File: src/rtl/temp_alert_pkg.sv
// Shared types and helpers for the temperature alert conditioner.
package temp_alert_pkg;

    typedef enum logic [1:0] {
        IDLE = 2'd0,
        QUAL = 2'd1,
        ASRT = 2'd2,
        RELQ = 2'd3
    } state_t;

    // Debounce counter width; must hold 0..deb_cycles inclusive.
    function automatic int clog2_cnt(input int deb_cycles);
        return (deb_cycles < 1) ? 1 : $clog2(deb_cycles + 1);
    endfunction

endpackage

File: src/rtl/temp_alert_chan.sv
// One alert channel: input synchronisers, debounce FSM and sticky flag/miss logic.
// state | meaning
// IDLE  | sensor released, waiting for an assert
// QUAL  | assert seen, counting stable cycles
// ASRT  | assert qualified, ALERT_LVL high
// RELQ  | release seen, counting stable cycles
module temp_alert_chan
    import temp_alert_pkg::*;
#(
    parameter int DEB_CYCLES = 1000
) (
    input  logic clk,
    input  logic reset_n,
    input  logic alert_n,
    input  logic ack,
    output logic gpio_in,
    output logic alert_lvl,
    output logic missed
);

    localparam int CW = clog2_cnt(DEB_CYCLES);
    localparam logic [CW-1:0] CNT_MAX = CW'(DEB_CYCLES);
    localparam logic [CW-1:0] CNT_ONE = CW'(1);

    logic [1:0]    alert_sync;
    logic [1:0]    ack_sync;
    logic          ack_d;
    logic          a;
    logic          ack_rise;
    state_t        state, state_nxt;
    logic [CW-1:0] cnt, cnt_nxt;
    logic          lvl_nxt;
    logic          set_ev;

    assign a        = ~alert_sync[1];
    assign ack_rise = ack_sync[1] & ~ack_d;

    always_ff @(posedge clk or negedge reset_n) begin
        if (!reset_n) begin
            alert_sync <= 2'b11;
            ack_sync   <= 2'b00;
            ack_d      <= 1'b0;
        end else begin
            alert_sync <= {alert_sync[0], alert_n};
            ack_sync   <= {ack_sync[0], ack};
            ack_d      <= ack_sync[1];
        end
    end

    always_ff @(posedge clk or negedge reset_n) begin
        if (!reset_n) begin
            state     <= IDLE;
            cnt       <= '0;
            alert_lvl <= 1'b0;
        end else begin
            state     <= state_nxt;
            cnt       <= cnt_nxt;
            alert_lvl <= lvl_nxt;
        end
    end

    always_comb begin
        state_nxt = state;
        cnt_nxt   = cnt;
        lvl_nxt   = alert_lvl;
        set_ev    = 1'b0;
        case (state)
            IDLE: begin
                if (a) begin
                    state_nxt = QUAL;
                    cnt_nxt   = CNT_ONE;
                end
            end
            QUAL: begin
                if (!a) begin
                    state_nxt = IDLE;
                    cnt_nxt   = '0;
                end else if (cnt == CNT_MAX) begin
                    state_nxt = ASRT;
                    lvl_nxt   = 1'b1;
                    set_ev    = 1'b1;
                end else begin
                    cnt_nxt = cnt + CNT_ONE;
                end
            end
            ASRT: begin
                if (!a) begin
                    state_nxt = RELQ;
                    cnt_nxt   = CNT_ONE;
                end
            end
            RELQ: begin
                if (a) begin
                    state_nxt = ASRT;
                    cnt_nxt   = '0;
                end else if (cnt == CNT_MAX) begin
                    state_nxt = IDLE;
                    lvl_nxt   = 1'b0;
                end else begin
                    cnt_nxt = cnt + CNT_ONE;
                end
            end
            default: state_nxt = IDLE;
        endcase
    end

    // A set event beats a coincident ack; the miss only latches when no ack is racing it.
    always_ff @(posedge clk or negedge reset_n) begin
        if (!reset_n) begin
            gpio_in <= 1'b0;
            missed  <= 1'b0;
        end else if (set_ev) begin
            gpio_in <= 1'b1;
            if (gpio_in && !ack_rise) begin
                missed <= 1'b1;
            end
        end else if (ack_rise) begin
            gpio_in <= 1'b0;
            missed  <= 1'b0;
        end
    end

endmodule

File: src/rtl/temp_alert_cond.sv
// Alert conditioner top: NCH independent debounced channels feeding sticky GPIO flags.
module temp_alert_cond #(
    parameter int NCH        = 2,
    parameter int DEB_CYCLES = 1000
) (
    input  logic           CLK,
    input  logic           RESET_N,
    input  logic [NCH-1:0] ALERT_N,
    input  logic [NCH-1:0] ACK,
    output logic [NCH-1:0] GPIO_IN,
    output logic [NCH-1:0] ALERT_LVL,
    output logic [NCH-1:0] MISSED
);

    if (NCH < 1 || NCH > 8) begin : g_nch_check
        $error("temp_alert_cond: NCH must be in 1..8");
    end
    if (DEB_CYCLES < 1) begin : g_deb_check
        $error("temp_alert_cond: DEB_CYCLES must be >= 1");
    end

    for (genvar i = 0; i < NCH; i++) begin : g_chan
        temp_alert_chan #(
            .DEB_CYCLES(DEB_CYCLES)
        ) u_chan (
            .clk      (CLK),
            .reset_n  (RESET_N),
            .alert_n  (ALERT_N[i]),
            .ack      (ACK[i]),
            .gpio_in  (GPIO_IN[i]),
            .alert_lvl(ALERT_LVL[i]),
            .missed   (MISSED[i])
        );
    end

endmodule

File: config.mk
export PLATFORM = sky130hd
export DESIGN_NAME = temp_alert_cond
export DESIGN_NICKNAME = d
export VERILOG_FILES = /design/src/rtl/temp_alert_pkg.sv /design/src/rtl/temp_alert_chan.sv /design/src/rtl/temp_alert_cond.sv
export SDC_FILE = /design/constraint.sdc
export NUM_CORES = 1
export LEC_CHECK = 0
export BUFFER_PORTS_ARGS = -buffer_cell sky130_fd_sc_hd__buf_2
export CORE_ASPECT_RATIO = 0.6
export CORE_UTILIZATION = 60
export DETAILED_ROUTE_END_ITERATION = 10
export PLACE_DENSITY = 0.82
export SYNTH_ARGS = -nofsm -noshare
export SYNTH_HDL_FRONTEND = slang
export SYNTH_SLANG_ARGS = --single-unit
File: constraint.sdc
create_clock -name CLK -period 4.5 [get_ports CLK]
set_clock_uncertainty 0.2 [all_clocks]
set_input_delay 0.225 -clock CLK [delete_from_list [all_inputs] [get_ports CLK]]
set_output_delay 0.225 -clock CLK [all_outputs]
set_load 0.05 [all_outputs]
==> flow_metrics.py, run 1 <==
metrics = {
    "status": {
        "status": "complete, no violations",
    },
    "clock_network": {
        "cts_made_buffers": 5,
        "ctsRootBufferMaster": "clkbuf_8",
        "cts_tree": "yes",
        "postCtsSetupBuffers": 0,
        "clk_latency_ns": 0.29,
        "ctsHtreeMaxLevel": 2,
        "clk_pin_slew_worst_paths_ns": 0.07,
        "cts.path.max_buffers": 2,
        "cts.sinks": 40,
    },
    "pwr": {
        "power_frac_seq_pct": 57.2,
        "p_total_mw": 0.679,
        "ir_worst_vdd_mv": 0.163,
        "combPwrFrac_pct": 7.1,
        "intPower_mw": 0.513,
        "p_switching_mw": 0.166,
        "swShare_pct": 24.5,
        "clkPwrFrac_pct": 35.7,
        "p_leak_nw": 0.950,
        "powerDensity_nw_per_um2": 310,
    },
    "synth": {
        "synthDistinctLibCells": 48,
        "synth_warnings": 0,
        "synth_edf_count": 0,
        "ys_async_sr_fraction_pct": 100,
        "syn_inst": 192,
        "syn_avg_cell_area_sq_um": 10.6,
        "ys_ff_latch": 40,
        "synth_area_sq_um": 2030,
        "synth.top_cell.area_share_pct": 44.4,
        "ys.flop_type": "dfrtp_1",
        "synth.largest_area_cell": "dfrtp_1",
        "synthesis.nets": 202,
        "yosys-top-cells-area": "dfrtp_1, dfstp_2, nand2_1",
        "synth-seq-area-share_pct": 49.6,
    },
    "sta": {
        "fin_setup_tns_ns": 0,
        "fmax_mhz": 564,
        "whs_ns": 0.159,
        "worst_slack_ns": 2.73,
        "min_period_over_period_pct": 39.4,
        "post-route-min-period_ns": 1.77,
        "setup_viol": 0,
        "maxSlewViolCount": 0,
        "worstMarginPinSlew_ns": 0.835,
        "max_slew_margin_pct": 44.3,
        "hold_viol": 0,
        "rsz0062_at_grt": "false",
    },
    "routing": {
        "routedWlPerCell_um": 15.7,
        "antenna_left": 0,
        "viasPerCell": 6.05,
        "vias": 1475,
        "drc_errors": 0,
        "drtIter0Drc": 126,
        "drt-total-wl_mm": 3.83,
        "firstDrtPassIters": 4,
    },
    "global_route": {
        "grt_max_degree": 41,
        "grt_most_used_layer": "met2",
        "met3_usage_pct": 6.80,
        "grt_pass1_vias": 1277,
        "grt-ovfl-total": 0,
        "grt_use_met2_pct": 35.0,
        "grt_use_met1_pct": 32.8,
        "antenna_found_initial": 0,
        "grt_first_pass_wirelength_mm": 6.19,
        "grtUsageTotal_pct": 23.6,
    },
    "final_layout": {
        "antenna_cells": 0,
        "stdcell_count": 244,
        "nets": 211,
        "drive_above_1_share_pct": 17.8,
        "area_growth_pct": 7.77,
    },
    "critical_path": {
        "arrival_ns": 1.78,
        "crit_type": "register to register",
        "crit_fanout": 5,
        "crit_required_ns": 4.51,
        "crit_path_end_kind": "register",
        "cp-start-kind": "register",
    },
    "die": {
        "core_sq_um": 3040,
        "die_area_sq_um": 3630,
        "die_y_um": 47.1,
        "rows": 15,
        "initial_core_util_pct": 66.7,
        "die_x_um": 77.1,
        "ios": 12,
    },
    "worst_hold_path": {
        "hp-class": "register to register",
    },
    "placement": {
        "routabilityCongestion": 0.818,
        "port_buffers": 11,
        "pre_cts_slack_ns": 2.74,
        "dp_hpwl_mm": 2.66,
        "place_inst": 231,
    },
    "run": {
        "maxCapViolations": 0,
    },
}
[cells by family after synthesis]
logic type	synth area share, %
simple gates	18.2
compound gates	15.2
flops	49.6
buf+inv	6.60
xor+xnor	7.95
fa+ha+maj	2.47
[registers in the layout, indices dropped and copies added, names as in the netlist, named ones only]
name	count
g_chan.u_chan.state	2
g_chan.u_chan.missed	2
g_chan.u_chan.ack_d	2
g_chan.u_chan.gpio_in	2
g_chan.u_chan.alert_sync	4
g_chan.u_chan.cnt	20
g_chan.u_chan.alert_lvl	2
g_chan.u_chan.ack_sync	4
[cells in the mapped netlist, types with 2 or more instances]
master,n
a211oi_1,2
dfrtp_1,36
dfstp_2,4
nor2_1,8
buf_4,7
xor2_1,5
buf_2,4
nand4_1,7
o22ai_1,9
xor2_2,2
a21o_1,3
nand2_1,19
nand4b_1,3
o21ai_1,4
nor3_1,2
inv_1,11
ha_1,4
o31ai_1,2
xnor2_2,2
nand3_1,11
xnor2_1,6
a21oi_1,5
and4_1,5
o21ai_0,7
[routing by layer]
layer	share of wire [%]	routed length, um	vias up
met2	43	1630	53
li1	-	-	703
met5	0	0	-
met1	49	1880	711
met4	1.7	64	0
met3	6.6	254	8
[power by group through the flow]
| stage | sequential, mW | combinational, mW | clock [mW] |
|---|---|---|---|
| 2_1_floorplan | 0.387 | 0.0331 | 0 |
| 3_3_place_gp | 0.393 | 0.0416 | 0 |
| 3_5_place_dp | 0.394 | 0.0453 | 0 |
| 4_1_cts | 0.387 | 0.0487 | 0.251 |
| 5_1_grt | 0.390 | 0.0547 | 0.262 |
| 6_report | 0.388 | 0.0485 | 0.242 |
[through the flow]
stage,util (%),cell area [sq um]
final,71.9,2190
after CTS,71.9,2190
after floorplan,-,2030
after global placement,67.2,2040
after global routing,71.9,2190
after detailed placement,67.2,2040
[path summary, 6_finish.rpt]
check | from | to | slack, ns | depth (start not counted)
worst max-delay path | g_chan[1].u_chan.cnt[0] | g_chan[1].u_chan.alert_lvl | 2.73 | 6
max in group asynchronous | RESET_N | g_chan[1].u_chan.gpio_in | 3.20 | 2
worst min register to register | g_chan[0].u_chan.ack_sync[0] | g_chan[0].u_chan.ack_sync[1] | 0.16 | 0
worst max register to register | g_chan[1].u_chan.cnt[0] | g_chan[1].u_chan.alert_lvl | 2.73 | 6
worst min-delay path | g_chan[0].u_chan.ack_sync[0] | g_chan[0].u_chan.ack_sync[1] | 0.16 | 0
min in group asynchronous | RESET_N | g_chan[0].u_chan.alert_lvl | 0.37 | 2
[layout by cell type, fill, tap and decap left out, types with 4 or more instances in the layout]
cell / netlist / routed
dfrtp_1: 36 / 36
nand2_1: 19 / 19
inv_1: 11 / 11
nand3_1: 11 / 11
buf_2: 4 / 11
o22ai_1: 9 / 9
nor2_1: 8 / 8
nand4_1: 7 / 7
o21ai_0: 7 / 7
xnor2_1: 6 / 6
clkbuf_8: 0 / 6
xor2_1: 5 / 5
and4_1: 5 / 5
a21oi_1: 5 / 5
dlygate4sd3_1: 0 / 5
o21ai_1: 4 / 4
ha_1: 4 / 4
dfstp_2: 4 / 4
[critical path, cell delays in order (launching register included)]
cell	delay (ns)
dfrtp_1	0.42
inv_1	0.11
ha_1	0.15
and4b_1	0.22
nand4b_1	0.22
nor2_1	0.20
a2bb2oi_1	0.17
[cell type report]
class	count	area, sq um
fillers	216	853
multi-input cells	127	890
flip-flops and latches	40	1010
clock buffers	6	82.6
repair buffers	16	105
inverters	11	41.3
clock inverters	2	10.0
well taps	42	52.6
[what timing repair did]
item	4_1_cts	5_1_grt
endpoints found under the hold margin	40	0
resized for setup	0	0
hold buffers	5	0
Power figures use the tool's default switching activity.
==> inputs of run 2 (changes only) <==
- CORE_UTILIZATION: 60 -> 54
- PLACE_DENSITY: 0.82 -> 0.78
- clock period: 4.5 -> 1.5 ns (I/O delays scaled with it)
==> flow_metrics.py, run 2 (synthesis gave the netlist of run 1 again) <==
metrics = {
    "global_route": {
        "grt_use_met2_pct": 47.3,
        "grt_most_used_layer": "met2",
        "antenna_found_initial": 0,
        "grtUsageTotal_pct": 30.4,
        "grt_max_degree": 41,
        "grt_first_pass_wirelength_mm": 8.84,
        "grt_pass1_vias": 1802,
        "grt_use_met1_pct": 40.9,
        "met3_usage_pct": 6.85,
        "grt-ovfl-total": 0,
    },
    "sta": {
        "maxSlewViolCount": 0,
        "min_period_over_period_pct": 120,
        "post-route-min-period_ns": 1.80,
        "worstMarginPinSlew_ns": 0.500,
        "rsz0062_at_grt": "true",
        "fin_setup_tns_ns": -3.67,
        "max_slew_margin_pct": 66.7,
        "worst_slack_ns": -0.303,
        "fmax_mhz": 555,
        "hold_viol": 0,
        "whs_ns": 0.159,
        "setup_viol": 26,
    },
    "placement": {
        "dp_hpwl_mm": 3.19,
        "placed_area_sq_um": 2310,
        "place_inst": 268,
        "routabilityCongestion": 0.887,
        "pre_cts_slack_ns": -0.189,
        "port_buffers": 11,
    },
    "pwr": {
        "p_leak_nw": 1.26,
        "ir_worst_vdd_mv": 0.959,
        "p_total_mw": 2.23,
        "powerDensity_nw_per_um2": 761,
    },
    "status": {
        "status": "finished with violations",
        "violations": "setup timing",
    },
    "final_layout": {
        "area_growth_pct": 44.3,
        "drive_above_1_share_pct": 54.4,
        "post-route-util_pct": 85.5,
        "nets": 260,
        "fin_area_sq_um": 2930,
        "stdcell_count": 295,
        "layout_common_cells": "buf_4, dfrtp_1, nand2_1, buf_6, buf_2",
        "top_register": "g_chan.u_chan.cnt",
        "antenna_cells": 0,
        "top_regs": "g_chan.u_chan.cnt: 20 flops, g_chan.u_chan.ack_sync: 4 flops, g_chan.u_chan.alert_sync: 4 flops",
        "final_common_cell": "buf_4",
        "largest_register_ff_count": 20,
    },
    "die": {
        "initial_core_util_pct": 59.3,
        "die_x_um": 81.1,
        "die_area_sq_um": 4020,
        "ios": 12,
        "die_y_um": 49.5,
        "rows": 16,
        "core_sq_um": 3420,
    },
    "run": {
        "maxCapViolations": 0,
    },
    "routing": {
        "drtIter0Drc": 272,
        "drt-total-wl_mm": 6.68,
        "antenna_left": 0,
        "viasPerCell": 6.62,
        "firstDrtPassIters": 5,
        "drc_errors": 0,
        "routedWlPerCell_um": 22.6,
        "vias": 1952,
    },
    "clock_network": {
        "ctsRootBufferMaster": "clkbuf_8",
        "clk_latency_ns": 0.30,
        "ctsHtreeMaxLevel": 2,
        "cts.sinks": 40,
        "clk_pin_slew_worst_paths_ns": 0.08,
        "cts_tree": "yes",
        "cts.path.max_buffers": 2,
        "cts_made_buffers": 5,
    },
    "critical_path": {
        "crit_type": "register to register",
        "cp-start-kind": "register",
        "crit_required_ns": 1.49,
        "arrival_ns": 1.79,
        "crit_fanout": 5,
        "crit_path_end_kind": "register",
    },
    "worst_hold_path": {
        "hp-class": "register to register",
    },
}
run 2: report_power, final:
group | switching [mW] | internal [mW]
Clock | 0.375 | 0.316
Sequential | 0.0409 | 1.12
Combinational | 0.198 | 0.182
Total | 0.614 | 1.61
run 2: area by class of cell:
cell class                      count  area (sq um)
Multi-Input combinational cell    128          1220
Inverter                           11          41.3
Timing Repair Buffer               64           522
Clock inverter                      1          5.00
Clock buffer                        6          72.6
Tap cell                           45          56.3
Fill cell                         147           495
Sequential cell                    40          1010
run 2: worst paths after layout:
check | start | endpoint | slack [ns] | cells after the start
worst max register to register | g_chan[1].u_chan.cnt[1] | g_chan[1].u_chan.alert_lvl | -0.30 | 6
min in group asynchronous | RESET_N | g_chan[0].u_chan.cnt[3] | 0.17 | 3
worst min register to register | g_chan[1].u_chan.ack_sync[0] | g_chan[1].u_chan.ack_sync[1] | 0.16 | 0
worst max-delay path | g_chan[1].u_chan.cnt[1] | g_chan[1].u_chan.alert_lvl | -0.30 | 6
worst min-delay path | g_chan[1].u_chan.ack_sync[0] | g_chan[1].u_chan.ack_sync[1] | 0.16 | 0
max in group asynchronous | RESET_N | g_chan[1].u_chan.alert_sync[0] | 0.56 | 3
run 2: layer usage:
layer | up-vias | wire length (um)
li1 | 798 | -
met1 | 965 | 2700
met2 | 138 | 3040
met3 | 51 | 555
met4 | 0 | 383
met5 | - | 0
run 2: repair_timing:
item                                    CTS  global route
hold endpoints to repair                 44             0
hold buffers                              5             0
pin swaps                                25            27
buffers inserted                          6            11
cloned                                    1             0
gates resized for setup                  43            47
endpoints found under the setup margin   27            30
run 2: worst max-delay path: stages (launching register included):
cell,delay [ns]
dfrtp_1,0.40
inv_2,0.09
ha_4,0.14
and4b_1,0.25
nand4b_1,0.28
o21ai_1,0.26
a2bb2oi_2,0.07
